===== config.mk =====
export PLATFORM = sky130hd
export DESIGN_NAME = pixel_frame_loader
export DESIGN_NICKNAME = d
export VERILOG_FILES = /design/src/rtl/mlp_pkg.sv /design/src/rtl/pixel_shift_packer.sv /design/src/rtl/pixel_frame_loader.sv
export SDC_FILE = /design/constraint.sdc
export NUM_CORES = 2
export LEC_CHECK = 0
export ABC_AREA = 0
export CAP_MARGIN = 20
export CORE_AREA = 3 3 627 629
export DETAILED_ROUTE_END_ITERATION = 10
export DIE_AREA = 0 0 630 632
export PLACE_DENSITY_LB_ADDON = 0.15
export SYNTH_ARGS = -nofsm -noshare
export SYNTH_HDL_FRONTEND = slang
export SYNTH_SLANG_ARGS = --single-unit

===== constraint.sdc =====
create_clock -name clk -period 2.29 [get_ports clk]
set_clock_uncertainty 0.2 [all_clocks]
set_input_delay 0.687 -clock clk [delete_from_list [all_inputs] [get_ports clk]]
set_output_delay 0.687 -clock clk [all_outputs]
set_load 0.03 [all_outputs]

===== src/rtl/mlp_pkg.sv =====
// Shared definitions for the MLP digit-classifier front end.
//   DATA_WIDTH  : bits per pixel
//   VECTOR_SIZE : pixels per frame (14x14)
//   loader_state_e : state encoding of the pixel frame loader
//   cnt_width() : width of a counter that must reach n inclusive
package mlp_pkg;

    localparam int DATA_WIDTH  = 8;
    localparam int VECTOR_SIZE = 196;

    typedef enum logic [1:0] {
        LOAD      = 2'd0,
        START     = 2'd1,
        WAIT_DONE = 2'd2,
        RESULT    = 2'd3
    } loader_state_e;

    // Bits needed to hold the values 0..n.
    function automatic int cnt_width(input int n);
        return $clog2(n + 1);
    endfunction

endpackage


===== src/rtl/pixel_shift_packer.sv =====
// Serial-to-parallel pixel packer.
// Writes one pixel per enabled cycle into the slot selected by wr_idx;
// slot 0 occupies the most significant bits of vec.
//   clk     : rising-edge clock
//   reset   : synchronous active-low reset, clears the whole vector
//   wr_en   : write strobe (already qualified by the clock enable)
//   wr_idx  : pixel slot index, 0-based
//   wr_data : pixel value
//   vec     : packed frame, registered
module pixel_shift_packer
    import mlp_pkg::*;
#(
    parameter int DATA_WIDTH  = mlp_pkg::DATA_WIDTH,
    parameter int VECTOR_SIZE = mlp_pkg::VECTOR_SIZE,
    parameter int IDX_W       = mlp_pkg::cnt_width(VECTOR_SIZE)
) (
    input  logic                              clk,
    input  logic                              reset,
    input  logic                              wr_en,
    input  logic [IDX_W-1:0]                  wr_idx,
    input  logic [DATA_WIDTH-1:0]             wr_data,
    output logic [DATA_WIDTH*VECTOR_SIZE-1:0] vec
);

    logic [DATA_WIDTH*VECTOR_SIZE-1:0] vec_r;

    // Frame storage: decode the slot index and write the addressed pixel.
    always_ff @(posedge clk) begin
        if (!reset) begin
            vec_r <= '0;
        end else if (wr_en) begin
            for (int i = 0; i < VECTOR_SIZE; i++) begin
                if (wr_idx == IDX_W'(i)) begin
                    vec_r[DATA_WIDTH*(VECTOR_SIZE-i)-1 -: DATA_WIDTH] <= wr_data;
                end
            end
        end
    end

    assign vec = vec_r;

endmodule


===== src/rtl/pixel_frame_loader.sv =====
// Pixel frame loader: collects a streamed frame, hands it to the classifier
// with a one-cycle start pulse, then holds the classifier's digit until the
// consumer takes it.
//   clk, reset   : rising-edge clock, synchronous active-low reset
//   en           : clock enable; when low every register holds
//   pix_data/pix_valid/pix_last/pix_ready : pixel stream handshake
//   pixels_out   : packed frame, pixel 0 in the MSBs
//   start        : one-cycle classifier start pulse
//   cls_done/cls_digit : classifier completion and predicted digit
//   result_digit/result_valid/result_ready : result handshake
//   frame_err    : one-cycle pulse when pix_last disagrees with the count
// All outputs are registered.
module pixel_frame_loader
    import mlp_pkg::*;
#(
    parameter int DATA_WIDTH  = mlp_pkg::DATA_WIDTH,
    parameter int VECTOR_SIZE = mlp_pkg::VECTOR_SIZE
) (
    input  logic                              clk,
    input  logic                              reset,
    input  logic                              en,
    input  logic [DATA_WIDTH-1:0]             pix_data,
    input  logic                              pix_valid,
    input  logic                              pix_last,
    output logic                              pix_ready,
    output logic [DATA_WIDTH*VECTOR_SIZE-1:0] pixels_out,
    output logic                              start,
    input  logic                              cls_done,
    input  logic [3:0]                        cls_digit,
    output logic [3:0]                        result_digit,
    output logic                              result_valid,
    input  logic                              result_ready,
    output logic                              frame_err
);

    localparam int               CNT_W    = mlp_pkg::cnt_width(VECTOR_SIZE);
    localparam logic [CNT_W-1:0] LAST_IDX = CNT_W'(VECTOR_SIZE - 1);

    loader_state_e    state_r;
    loader_state_e    state_nxt_s;
    logic [CNT_W-1:0] cnt_r;
    logic [CNT_W-1:0] cnt_nxt_s;

    logic             pix_ready_r;
    logic             start_r;
    logic             result_valid_r;
    logic             frame_err_r;
    logic [3:0]       result_digit_r;

    logic             pix_ready_nxt_s;
    logic             start_nxt_s;
    logic             result_valid_nxt_s;
    logic             frame_err_nxt_s;
    logic [3:0]       result_digit_nxt_s;

    logic             xfer_s;
    logic             last_idx_s;
    logic             good_end_s;
    logic             bad_end_s;

    // Transfer qualification and frame-boundary decode. The ready register
    // stays low for the first cycle after reset even though state is LOAD.
    always_comb begin
        xfer_s     = en && pix_valid && pix_ready_r && (state_r == LOAD);
        last_idx_s = (cnt_r == LAST_IDX);
        good_end_s = xfer_s && last_idx_s && pix_last;
        bad_end_s  = xfer_s && (last_idx_s != pix_last);
    end

    // State register.
    always_ff @(posedge clk) begin
        if (!reset) begin
            state_r <= LOAD;
        end else if (en) begin
            state_r <= state_nxt_s;
        end
    end

    // Next-state logic. The START cycle never looks at cls_done, so a done
    // coinciding with the start pulse is ignored.
    always_comb begin
        state_nxt_s = state_r;
        case (state_r)
            LOAD: begin
                if (good_end_s) begin
                    state_nxt_s = START;
                end else begin
                    state_nxt_s = LOAD;
                end
            end
            START: begin
                state_nxt_s = WAIT_DONE;
            end
            WAIT_DONE: begin
                if (cls_done) begin
                    state_nxt_s = RESULT;
                end else begin
                    state_nxt_s = WAIT_DONE;
                end
            end
            RESULT: begin
                if (result_ready) begin
                    state_nxt_s = LOAD;
                end else begin
                    state_nxt_s = RESULT;
                end
            end
            default: begin
                state_nxt_s = LOAD;
            end
        endcase
    end

    // Output and counter next values, decoded from the next state so the
    // registered outputs line up with the state they describe.
    always_comb begin
        pix_ready_nxt_s    = (state_nxt_s == LOAD);
        start_nxt_s        = (state_nxt_s == START);
        result_valid_nxt_s = (state_nxt_s == RESULT);
        frame_err_nxt_s    = bad_end_s;
        result_digit_nxt_s = result_digit_r;
        cnt_nxt_s          = cnt_r;
        if ((state_r == WAIT_DONE) && cls_done) begin
            result_digit_nxt_s = cls_digit;
        end else begin
            result_digit_nxt_s = result_digit_r;
        end
        if (good_end_s || bad_end_s) begin
            cnt_nxt_s = '0;
        end else if (xfer_s) begin
            cnt_nxt_s = cnt_r + CNT_W'(1);
        end else begin
            cnt_nxt_s = cnt_r;
        end
    end

    // Output and pixel-counter registers.
    always_ff @(posedge clk) begin
        if (!reset) begin
            cnt_r          <= '0;
            pix_ready_r    <= 1'b0;
            start_r        <= 1'b0;
            result_valid_r <= 1'b0;
            frame_err_r    <= 1'b0;
            result_digit_r <= 4'd0;
        end else if (en) begin
            cnt_r          <= cnt_nxt_s;
            pix_ready_r    <= pix_ready_nxt_s;
            start_r        <= start_nxt_s;
            result_valid_r <= result_valid_nxt_s;
            frame_err_r    <= frame_err_nxt_s;
            result_digit_r <= result_digit_nxt_s;
        end
    end

    // Writes only happen in LOAD, so the frame is frozen from START until
    // the loader returns to LOAD.
    pixel_shift_packer #(
        .DATA_WIDTH  (DATA_WIDTH),
        .VECTOR_SIZE (VECTOR_SIZE),
        .IDX_W       (CNT_W)
    ) u_packer (
        .clk     (clk),
        .reset   (reset),
        .wr_en   (xfer_s),
        .wr_idx  (cnt_r),
        .wr_data (pix_data),
        .vec     (pixels_out)
    );

    assign pix_ready    = pix_ready_r;
    assign start        = start_r;
    assign result_valid = result_valid_r;
    assign result_digit = result_digit_r;
    assign frame_err    = frame_err_r;

endmodule

==> run summary <==
Status = finished with violations
Failing checks = setup timing
Largest net degree at the start of global routing = 95
Share of layout cells above drive strength 1 = 0.4527
Largest fanout on the critical path = 8
Nets = 7554
Slew @ Worst Pin = 483.9 ps
R2r endpoint = u_packer.vec[1412]
Crit path arrival time = 2910 ps
Die area = 398200 µm²
Clk sinks = 1586
Total CTS buffers = 200
TNS Setup = -7651 ps
Ranking of synthesized cells by area = dfxtp_1 55%, mux2i_1 21%, nand2_1 6.0%, nor2b_1 4.3%, nand3_1 3.4%
DRT Wirelength = 324000 µm
Slew headroom = 0.6774
Yosys warns = 0
Hold EP = u_packer.vec[754]
Vias = 48020
Fin. max-slew vios = 0
Final Setup Violations = 468
Final Hold Vio Count = 0
Max Freq = 0.4236 GHz
Post-synth EDFFs = 0
Hold_sp = pix_data[2]
Drt pass-1 iters = 5
WHS = 227.7 ps
Reg2Reg Depth = 8
Distinct cells, synth = 42
VDD IR max = 0.5645 mV
Dpl hpwl = 239000 µm
Final cell utilization of the core = 0.2386
All-Layer GR Usage = 0.1518
CP required = 2840 ps
Largest buffer count on any clock path = 4
Tot Pwr = 62.19 mW
Crit path kind = reg2reg
Finished Layout Cells = 12890
Initial drt markers = 2095
DIE HEIGHT = 632 µm
TritonCTS clock tree = yes
Worst Hold Depth = 4
DRT antenna net count = 0
First-pass GRT wire length = 423500 µm
Initial Utilization = 0.1478
Pre-CTS WS = -836.4 ps
Leakage power = 41.38 nW
WL/cell = 25.14 µm
CTS H-tree lvls = 4
Yosys top cell area share = 0.5529
Worst r2r src = cnt_r[3]
Flops & latches, synth = 1586
Clock Latency Late Sink = 860 ps
# DRC = 0
Cells after Synth = 5538
Final Instance Area = 92680 µm²
RSZ-0062 raised after global routing = yes
Reg2Reg Setup Slack = -70 ps
Post-synth net total = 5561
Grt ovf = 0
Top_reg_cell synth = dfxtp_1
Row Count = 229
Post-synth ARST share = 0
Fin crit period = 2361 ps
Yosys top cell by area = dfxtp_1
Area after DPL = 84350 µm²
DR vias/cell = 3.726
Initial antenna violation count = 23
Die width = 630 µm
Core area = 388500 µm²
Root buffer cell = clkbuf_16
Inst Count DP = 12370
Critical Path Sink Type = register
Hold Crit Class = in2reg
Post-Syn Area = 57430 µm²
Max_cap viols = 0
Clk slew on worst S/H paths = 60 ps
Seq/Total Area, Yosys = 0.5529
Pwr per Cell Area = 671.0 nW/µm²
I/O pins = 1595
Port bufs = 1594
Tcrit/Tclk final = 1.031
Synth-to-Final Area Change = 61.40%
Startpoint type of the worst setup path = register
Vias in the first global route = 47170
Avg Cell Area, Syn = 10.37 µm²
Post-route worst setup slack = -70.57 ps
Routability cong. = 0.7817
[cells by family (layout without fill, tap and decap cells)]
kind of cell,count (synthesis),count (layout),share of synthesized area
simple gates,1886,1886,0.1700
flops,1586,1586,0.5529
mux,1188,1188,0.2071
buf+inv,470,2612,0.03307
compound gates,397,397,0.03499
xor+xnor,7,7,0.001068
fa+ha+maj,4,4,0.0008716
other cells,0,10,0
[sequential cells by signal, indices dropped and copies added (netlist names)]
signal and count:
cnt_r 8, u_packer.vec 1568, start 1, pix_ready 1, state_r 2, result_valid 1
frame_err 1, result_digit 4
[layer usage]
metal  track usage  routed length (µm)  vias up
met3       0.04036               18690      407
met1        0.1728              129200    23550
met5             0                  26        -
met4       0.05869               13270        4
met2        0.2689              162800     1276
li1              -                   -    22780
[where the power goes]
part / internal, mW / leakage (nW) / switching, mW
combinational: 0.734 / 25.0 / 1.60
sequential: 27.6 / 13.1 / 0.00728
clock: 19.1 / 3.27 / 13.2
total: 47.4 / 41.4 / 14.8
[worst max-delay path, stage by stage, from the launching register on]
cell     delay [ps]
dfxtp_4         370
buf_6           130
or4b_4          480
buf_8           160
buf_12          130
nor4_4          310
buf_12          200
mux2i_2         210
nor2b_1          60
[how the worst max path moves through the flow]
stage / startpoint / end / slack, ps / depth (start not counted)
2_1_floorplan: en / u_packer.vec[608] / -140 / 6
3_3_place_gp: pix_valid / u_packer.vec[321] / -810 / 8
3_5_place_dp: pix_valid / u_packer.vec[321] / -840 / 8
4_1_cts: u_packer.vec[1015] / pixels_out[1015] / -220 / 1
5_1_grt: cnt_r[0] / u_packer.vec[682] / -170 / 10
6_report: cnt_r[3] / u_packer.vec[1412] / -70 / 8
[synth_stat cells (5+ instances only)]
master	number
nand4_1	51
nor4_4	48
o21ai_0	384
mux2i_1	1188
xnor2_1	7
nor2b_1	392
nand2b_1	8
buf_4	5
buf_2	30
dfxtp_1	1586
nor2_1	44
buf_1	63
and2_1	5
nand2_1	914
clkbuf_1	361
nand3_1	391
[what timing repair did]
| item | in CTS | in global routing |
|---|---|---|
| pin swaps | 3 | 53 |
| hold buffers | 1 | 0 |
| setup endpoints to repair | 2762 | 2989 |
| gates resized for setup | 6226 | 3319 |
| setup buffers | 3 | 149 |
| gates cloned | 0 | 16 |
| endpoints found under the hold margin | 1 | 0 |
[layout by cell type, fill, tap and decap left out, types with 50 or more instances in the layout]
master / instances
clkbuf_16: 216
nand4_1: 51
nand3_1: 390
mux2i_1: 1178
buf_6: 714
clkbuf_8: 50
nand2_1: 811
buf_2: 630
dfxtp_2: 683
buf_12: 239
o21ai_0: 384
buf_4: 602
nor2b_1: 391
dfxtp_1: 872
[final cells by class]
class                      count  area [µm²]
fill                       41810      295800
sequential                  1586       32720
multi-input combinational   3482       25060
timing repair buffer        2257       21730
tap                         5197        6502
clock buffer                 297        5933
clock inverter                54       690.7
antenna                       10       25.02
inverter                       4       20.02
(Power assumes the default switching activity.)
